File: src/rtl/cgra_clk_gate_ctrl.sv
// Clock-gate enable sequencer for the CGRA domain: gates after an idle hysteresis,
// re-enables on demand and acknowledges once the settle window has elapsed.
module cgra_clk_gate_ctrl #(
    parameter int IDLE_CYCLES = 16,
    parameter int WAKE_CYCLES = 2,
    parameter int CNT_W       = 32
) (
    input  logic             clk_i,
    input  logic             rst_i,
    input  logic             gate_allow_i,
    input  logic             req_i,
    input  logic             busy_i,
    input  logic             clr_cnt_i,
    output logic             clk_en_o,
    output logic             ack_o,
    output logic [1:0]       state_o,
    output logic [CNT_W-1:0] gated_cycles_o
);

    localparam int IDLE_W = $clog2(IDLE_CYCLES + 1);
    localparam int WAKE_W = $clog2(WAKE_CYCLES + 1);
    localparam logic [IDLE_W-1:0] IDLE_LAST = IDLE_W'(IDLE_CYCLES - 1);
    localparam logic [WAKE_W-1:0] WAKE_LAST = WAKE_W'(WAKE_CYCLES - 1);

    typedef enum logic [1:0] {
        OFF  = 2'd0,
        WAKE = 2'd1,
        ON   = 2'd2,
        IDLE = 2'd3
    } state_t;

    state_t            state;
    logic [IDLE_W-1:0] idle_cnt;
    logic [WAKE_W-1:0] wake_cnt;
    logic              act;

    assign act     = req_i | busy_i;
    assign state_o = state;

    // clk_en_o and ack_o are registered alongside the state so the gating cell
    // never sees a combinational path from the request/busy inputs.
    always_ff @(posedge clk_i) begin
        if (rst_i) begin
            state    <= OFF;
            clk_en_o <= 1'b0;
            ack_o    <= 1'b0;
            idle_cnt <= '0;
            wake_cnt <= '0;
        end else begin
            case (state)
                OFF: begin
                    if (act || !gate_allow_i) begin
                        state    <= WAKE;
                        clk_en_o <= 1'b1;
                        wake_cnt <= '0;
                    end
                end
                WAKE: begin
                    if (wake_cnt == WAKE_LAST) begin
                        state <= ON;
                        ack_o <= 1'b1;
                    end else begin
                        wake_cnt <= wake_cnt + WAKE_W'(1);
                    end
                end
                ON: begin
                    if (!act && gate_allow_i) begin
                        state    <= IDLE;
                        idle_cnt <= '0;
                    end
                end
                IDLE: begin
                    // Activity beats terminal count, so a late request never sees a dropout.
                    if (act) begin
                        state <= ON;
                    end else if (gate_allow_i) begin
                        if (idle_cnt == IDLE_LAST) begin
                            state    <= OFF;
                            clk_en_o <= 1'b0;
                            ack_o    <= 1'b0;
                        end else begin
                            idle_cnt <= idle_cnt + IDLE_W'(1);
                        end
                    end
                end
                default: begin
                    state    <= OFF;
                    clk_en_o <= 1'b0;
                    ack_o    <= 1'b0;
                end
            endcase
        end
    end

    // Counts cycles whose state register reads OFF, so the entry cycle itself is seen one edge later.
    always_ff @(posedge clk_i) begin
        if (rst_i || clr_cnt_i) begin
            gated_cycles_o <= '0;
        end else if (state == OFF && gated_cycles_o != {CNT_W{1'b1}}) begin
            gated_cycles_o <= gated_cycles_o + CNT_W'(1);
        end
    end

endmodule

File: config.mk
export PLATFORM = sky130hd
export DESIGN_NAME = cgra_clk_gate_ctrl
export DESIGN_NICKNAME = d
export VERILOG_FILES = /design/src/rtl/cgra_clk_gate_ctrl.sv
export SDC_FILE = /design/constraint.sdc
export NUM_CORES = 1
export LEC_CHECK = 0
export BUFFER_PORTS_ARGS = -buffer_cell sky130_fd_sc_hd__buf_4
export CAP_MARGIN = 20
export CORE_ASPECT_RATIO = 0.6
export CORE_MARGIN = 2
export CORE_UTILIZATION = 55
export CTS_CLUSTER_DIAMETER = 150
export DETAILED_ROUTE_END_ITERATION = 16
export GPL_ROUTABILITY_DRIVEN = 0
export PLACE_DENSITY = 0.76
export SLEW_MARGIN = 20
export SYNTH_ARGS = -nofsm -noshare
export SYNTH_HDL_FRONTEND = slang
export SYNTH_SLANG_ARGS = --single-unit
File: constraint.sdc
create_clock -name clk_i -period 2.6 [get_ports clk_i]
set_input_delay 0.52 -clock clk_i [delete_from_list [all_inputs] [get_ports clk_i]]
set_output_delay 0.52 -clock clk_i [all_outputs]
set_load 0.005 [all_outputs]
* Yosys cells after proc, flatten, opt, wreduce, memory -nomap -nowiden
Index checks and enable logic that the tools add are counted.
** Word-level totals
- Flip-flop bits (word level) :: 43
- Latch bits :: 0
- Bits in writable memories :: 0
- ROM bits :: 0
- Input bits :: 6
- Output and inout port bits :: 36
- Logic and storage cells :: 64
- Memories :: 0
** Cells by class
- Add/subtract/negate cells :: 3
- $mul :: 0
- Div/mod/pow operators :: 0
- Order comparisons :: 0
- Equality and inequality tests :: 16
- Shift operators :: 0
- Muxes and demuxes :: 22
- Bitwise logic cells :: 1
- Reductions and logical operators :: 16
** Operators with widths (number)
- 32-bit by 1-bit adder with 32-bit output (second input constant) :: 1
- 32-bit != test (second input constant) :: 1
- 5-bit two-way mux :: 4
- 5-bit AND reduction :: 4
- 2-bit two-way mux :: 8
- 2-bit != test (second input constant) :: 8
- 5-bit one-hot mux with 2 select lines :: 1
- 2-bit one-hot mux with 4 select lines :: 1
- 2-bit nonzero test :: 4
- 3-bit != test (second input constant) :: 2
- 5-bit by 1-bit adder with 5-bit output (second input constant) :: 1
- 5-bit by 4-bit == test with 1-bit output (second input constant) :: 1
- 1-bit two-way mux :: 5
- 2-bit by 1-bit == test with 1-bit output (second input constant) :: 2
- 2-bit == test (second input constant) :: 2
- 1-bit one-hot mux with 2 select lines :: 2
- 2-bit one-hot mux with 2 select lines :: 1
- 3-bit AND reduction :: 1
- 2-bit by 1-bit adder with 2-bit output (second input constant) :: 1
- 1-bit logical AND :: 2
- 1-bit zero test :: 2
- 2-bit zero test :: 1
- 1-bit logical OR :: 2
- 1-bit bitwise OR :: 1

* Logic depth before layout (Yosys ltp)
- Depth after elaboration :: 5
- Gate-level depth with buffers :: 8
- Mapped depth without buffers :: 8

* Least setup slack after synthesis
Ideal clock, no wire load.
- Kind :: register to register
- Start :: register gated_cycles_o[0]
- End :: register gated_cycles_o[27]
- Setup time :: 70 ps
- Data arrival time :: 2002 ps
- Data required time :: 2530 ps
- Setup slack :: 528 ps
- Cell stages (with the launch flop) :: 7
- Buffers on the path :: 0
- Clock period less this slack :: 2072 ps
- Cells stage by stage :: dfxtp_1 ha_1 and3_1 and4_4 a311o_2 or4_1 a21oi_1
** On the way
- Word-level cells in the longest chain between the ends :: 2
- Elaborated cells on any way between the ends :: 3
- Those cells by class :: 1 x add/sub; 1 x eq/ne; 1 x reduce/logical
** RTL lines
- start, declared :: RTL line 17 : output logic [CNT_W-1:0] gated_cycles_o
- start signal, assigned :: RTL line 100 : gated_cycles_o <= gated_cycles_o + CNT_W'(1);
- branches (longest 2 deep; another with 32-bit by 1-bit adder with 32-bit output)
Parallel ways; which one is timed is not known.
A chain may end at the register's enable or synchronous reset.

* Worst setup path in the final report
- Start :: register gated_cycles_o[0]
- End :: register gated_cycles_o[25]
Same word-level chain as after synthesis.

==> results_dict.tcl <==
set metrics [dict create \
    arrival_ps 2550 \
    overflow 0 \
    hold_class "in2reg" \
    grt_pass1_wl_um 8870 \
    finalCritPeriodShare_pct 89.2 \
    start_kind "flip-flop" \
    crit_fanout 19 \
    die-width_um 85.1 \
    antenna_cells_inserted 0 \
    dieHeight_um 52.7 \
    hold_depth 2 \
    slew_violations 0 \
    cts_tree "built" \
    yosys-top-cells-area "dfxtp_1, a21oi_1, nor2_1" \
    ys_async_sr_fraction_pct 0 \
    min_period_ps 2320 \
    synth_seq_area_share_pct 39.6 \
    ios 42 \
    critical_path_required_ps 2830 \
    clk_pin_slew_worst_paths_ps 80 \
    path_cells "ha_1, and3_1, and4_4, a311o_2, or4_1, a21oi_1" \
    dpl.hpwl_um 3730 \
    grt_max_degree 24 \
    cts_hold_buf 0 \
    stdcell_area_um2 2620 \
    synth_top_area_share_pct 39.6 \
    hold-path-endpoint "idle_cnt[3]$_SDFFE_PP0P_" \
    drive_gt1_share_pct 19.7 \
    clock_latency_ps 300 \
    ctsResizeCount 0 \
    reg2reg_setup_slack_ps 280 \
    antenna_found_initial 0 \
    crit_buf_inv 0 \
    synth.most_common_cell "dfxtp_1" \
    worst_pin_slew_ps 515 \
    synth_ff_type "dfxtp_1" \
    peakVddDrop_uv 328 \
    rows 17 \
    via_per_inst 6.01 \
    clockBufferDepth 2 \
    maxCapViolCount 0 \
    syn_nets 277 \
    fmax_mhz 431 \
    firstDrtPassIters 4 \
    placed_area_um2 2520 \
    wl_per_cell_um 14.8 \
    crit_type "reg2reg" \
    initial_utilization_pct 58.4 \
    cts_buffers 5 \
    cts.sinks 43 \
    power_density_nw_per_um2 481 \
    netlist_instances 267 \
    setup_tns_ps 0 \
    synth-edff-count 0 \
    synth_top_cell_by_area "dfxtp_1" \
    slew_headroom_pct 64.8 \
    core_area_um2 3720 \
    crit_family "simple AND/OR/NAND/NOR gates" \
    num_vias 2144 \
    worst_path_max_delay_cell "or4_1" \
    r2r-start "gated_cycles_o[0]$_SDFFE_PP0P_" \
    port_buffers 41 \
    synth_seq_cells 43 \
    hold_viol 0 \
    synth_cell_types 43 \
    grt_pass1_vias 1876 \
    r2r_end "gated_cycles_o[25]$_SDFFE_PP0P_" \
    rsz0062_at_grt "false" \
    drt_iter0_drc 152 \
    cts-root-buf "clkbuf_8" \
    end_kind "flip-flop" \
    grt.total_usage_pct 25.1 \
    cts_setup_buffers 0 \
    final-setup-viol-count 0 \
    power.total_mw 1.26 \
    avgSynthCellArea_um2 8.14 \
    max_stage_delay_ps 530 \
    clock_skew_ps 6.55 \
    totalWireLength_um 5270 \
    p_leak_nw 0.912 \
    dieArea_um2 4480 \
    reg2reg_depth 6 \
    cts.htree.levels 2 \
    area_growth_pct 20.7 \
    synth_area_um2 2170 \
    min-delay-start "rst_i" \
    ys_warn_count 0 \
    nets 319 \
    ant_nets 0 \
    yosys-top-cells-count "dfxtp_1, a21oi_1, nor2_1, nand2_1, o21ai_0" \
    drc 0 \
    status "completed" \
]
[metrics by stage]
step	std cells	worst slack, ps	util [%]	hold WS (ps)
after floorplan	267	528	-	453
after global placement	349	380	67.7	471
after detailed placement	349	325	67.7	472
after CTS	357	298	70.4	475
after global routing	357	114	70.4	478
final	357	282	70.4	488
[placed cells by master, fill, tap and decap left out, drive strengths merged, types with 8 or more instances in the layout]
cell type / synthesis / final
buf: 6 / 47
dfxtp: 43 / 43
a21oi: 29 / 29
nor2: 25 / 25
nand2: 19 / 19
o21ai: 17 / 17
nand3: 16 / 16
nand4: 13 / 13
or3: 13 / 13
or4: 11 / 11
clkbuf: 6 / 8
[worst reg2reg max path: cells and delay by family, from the launching register on]
family          cells  cell delay (ps)
flops               1              370
simple gates        3              980
fa+ha+maj           1              250
compound gates      2              660
[worst max path at each step]
stage               slack [ps]  depth (start not counted)                         endpoint                      startpoint
finish                     280                          6  gated_cycles_o[25]$_SDFFE_PP0P_  gated_cycles_o[0]$_SDFFE_PP0P_
global route               110                          6  gated_cycles_o[25]$_SDFFE_PP0P_  gated_cycles_o[0]$_SDFFE_PP0P_
CTS                        300                          6  gated_cycles_o[25]$_SDFFE_PP0P_  gated_cycles_o[0]$_SDFFE_PP0P_
detailed placement         320                          6  gated_cycles_o[25]$_SDFFE_PP0P_  gated_cycles_o[0]$_SDFFE_PP0P_
global placement           380                          6  gated_cycles_o[27]$_SDFFE_PP0P_  gated_cycles_o[0]$_SDFFE_PP0P_
floorplan                  530                          6  gated_cycles_o[27]$_SDFFE_PP0P_  gated_cycles_o[0]$_SDFFE_PP0P_
[per-layer routing]
layer  global-route usage (%)  wire, um  part of all wire, %  vias to the layer above
met5                        0         0                    0                        -
met4                     6.88        31                 0.59                        0
met3                     6.46       255                  4.8                        2
met2                     37.0      2180                   41                       53
met1                     36.2      2800                   53                     1005
li1                         -         -                    -                     1084
[sequential cells by signal, indices dropped and copies added (netlist names)]
name and count:
ack_o 1, clk_en_o 1, gated_cycles_o 32, idle_cnt 5, state_o 2, wake_cnt 2
[power by group]
part	internal (mW)	leakage (nW)	switching, mW	total (mW)
logic	0.0478	0.513	0.0620	0.110
registers	0.668	0.347	0.0132	0.682
clock network	0.243	0.0515	0.228	0.470
[cell families after synthesis]
family          Yosys count  share of synthesized area (%)
flops                    43                           39.6
fa+ha+maj                 4                           2.30
simple gates            122                           30.6
buf+inv                  19                           4.32
xor+xnor                  9                           3.63
compound gates           70                           19.5
[layout make-up]
| class | instances | area, um^2 |
|---|---|---|
| Clock buffer | 8 | 100 |
| Tap cell | 47 | 58.8 |
| Multi-Input combinational cell | 205 | 1220 |
| Inverter | 7 | 26.3 |
| Fill cell | 305 | 1100 |
| Sequential cell | 43 | 861 |
| Timing Repair Buffer | 47 | 353 |
(Power assumes the default switching activity.)
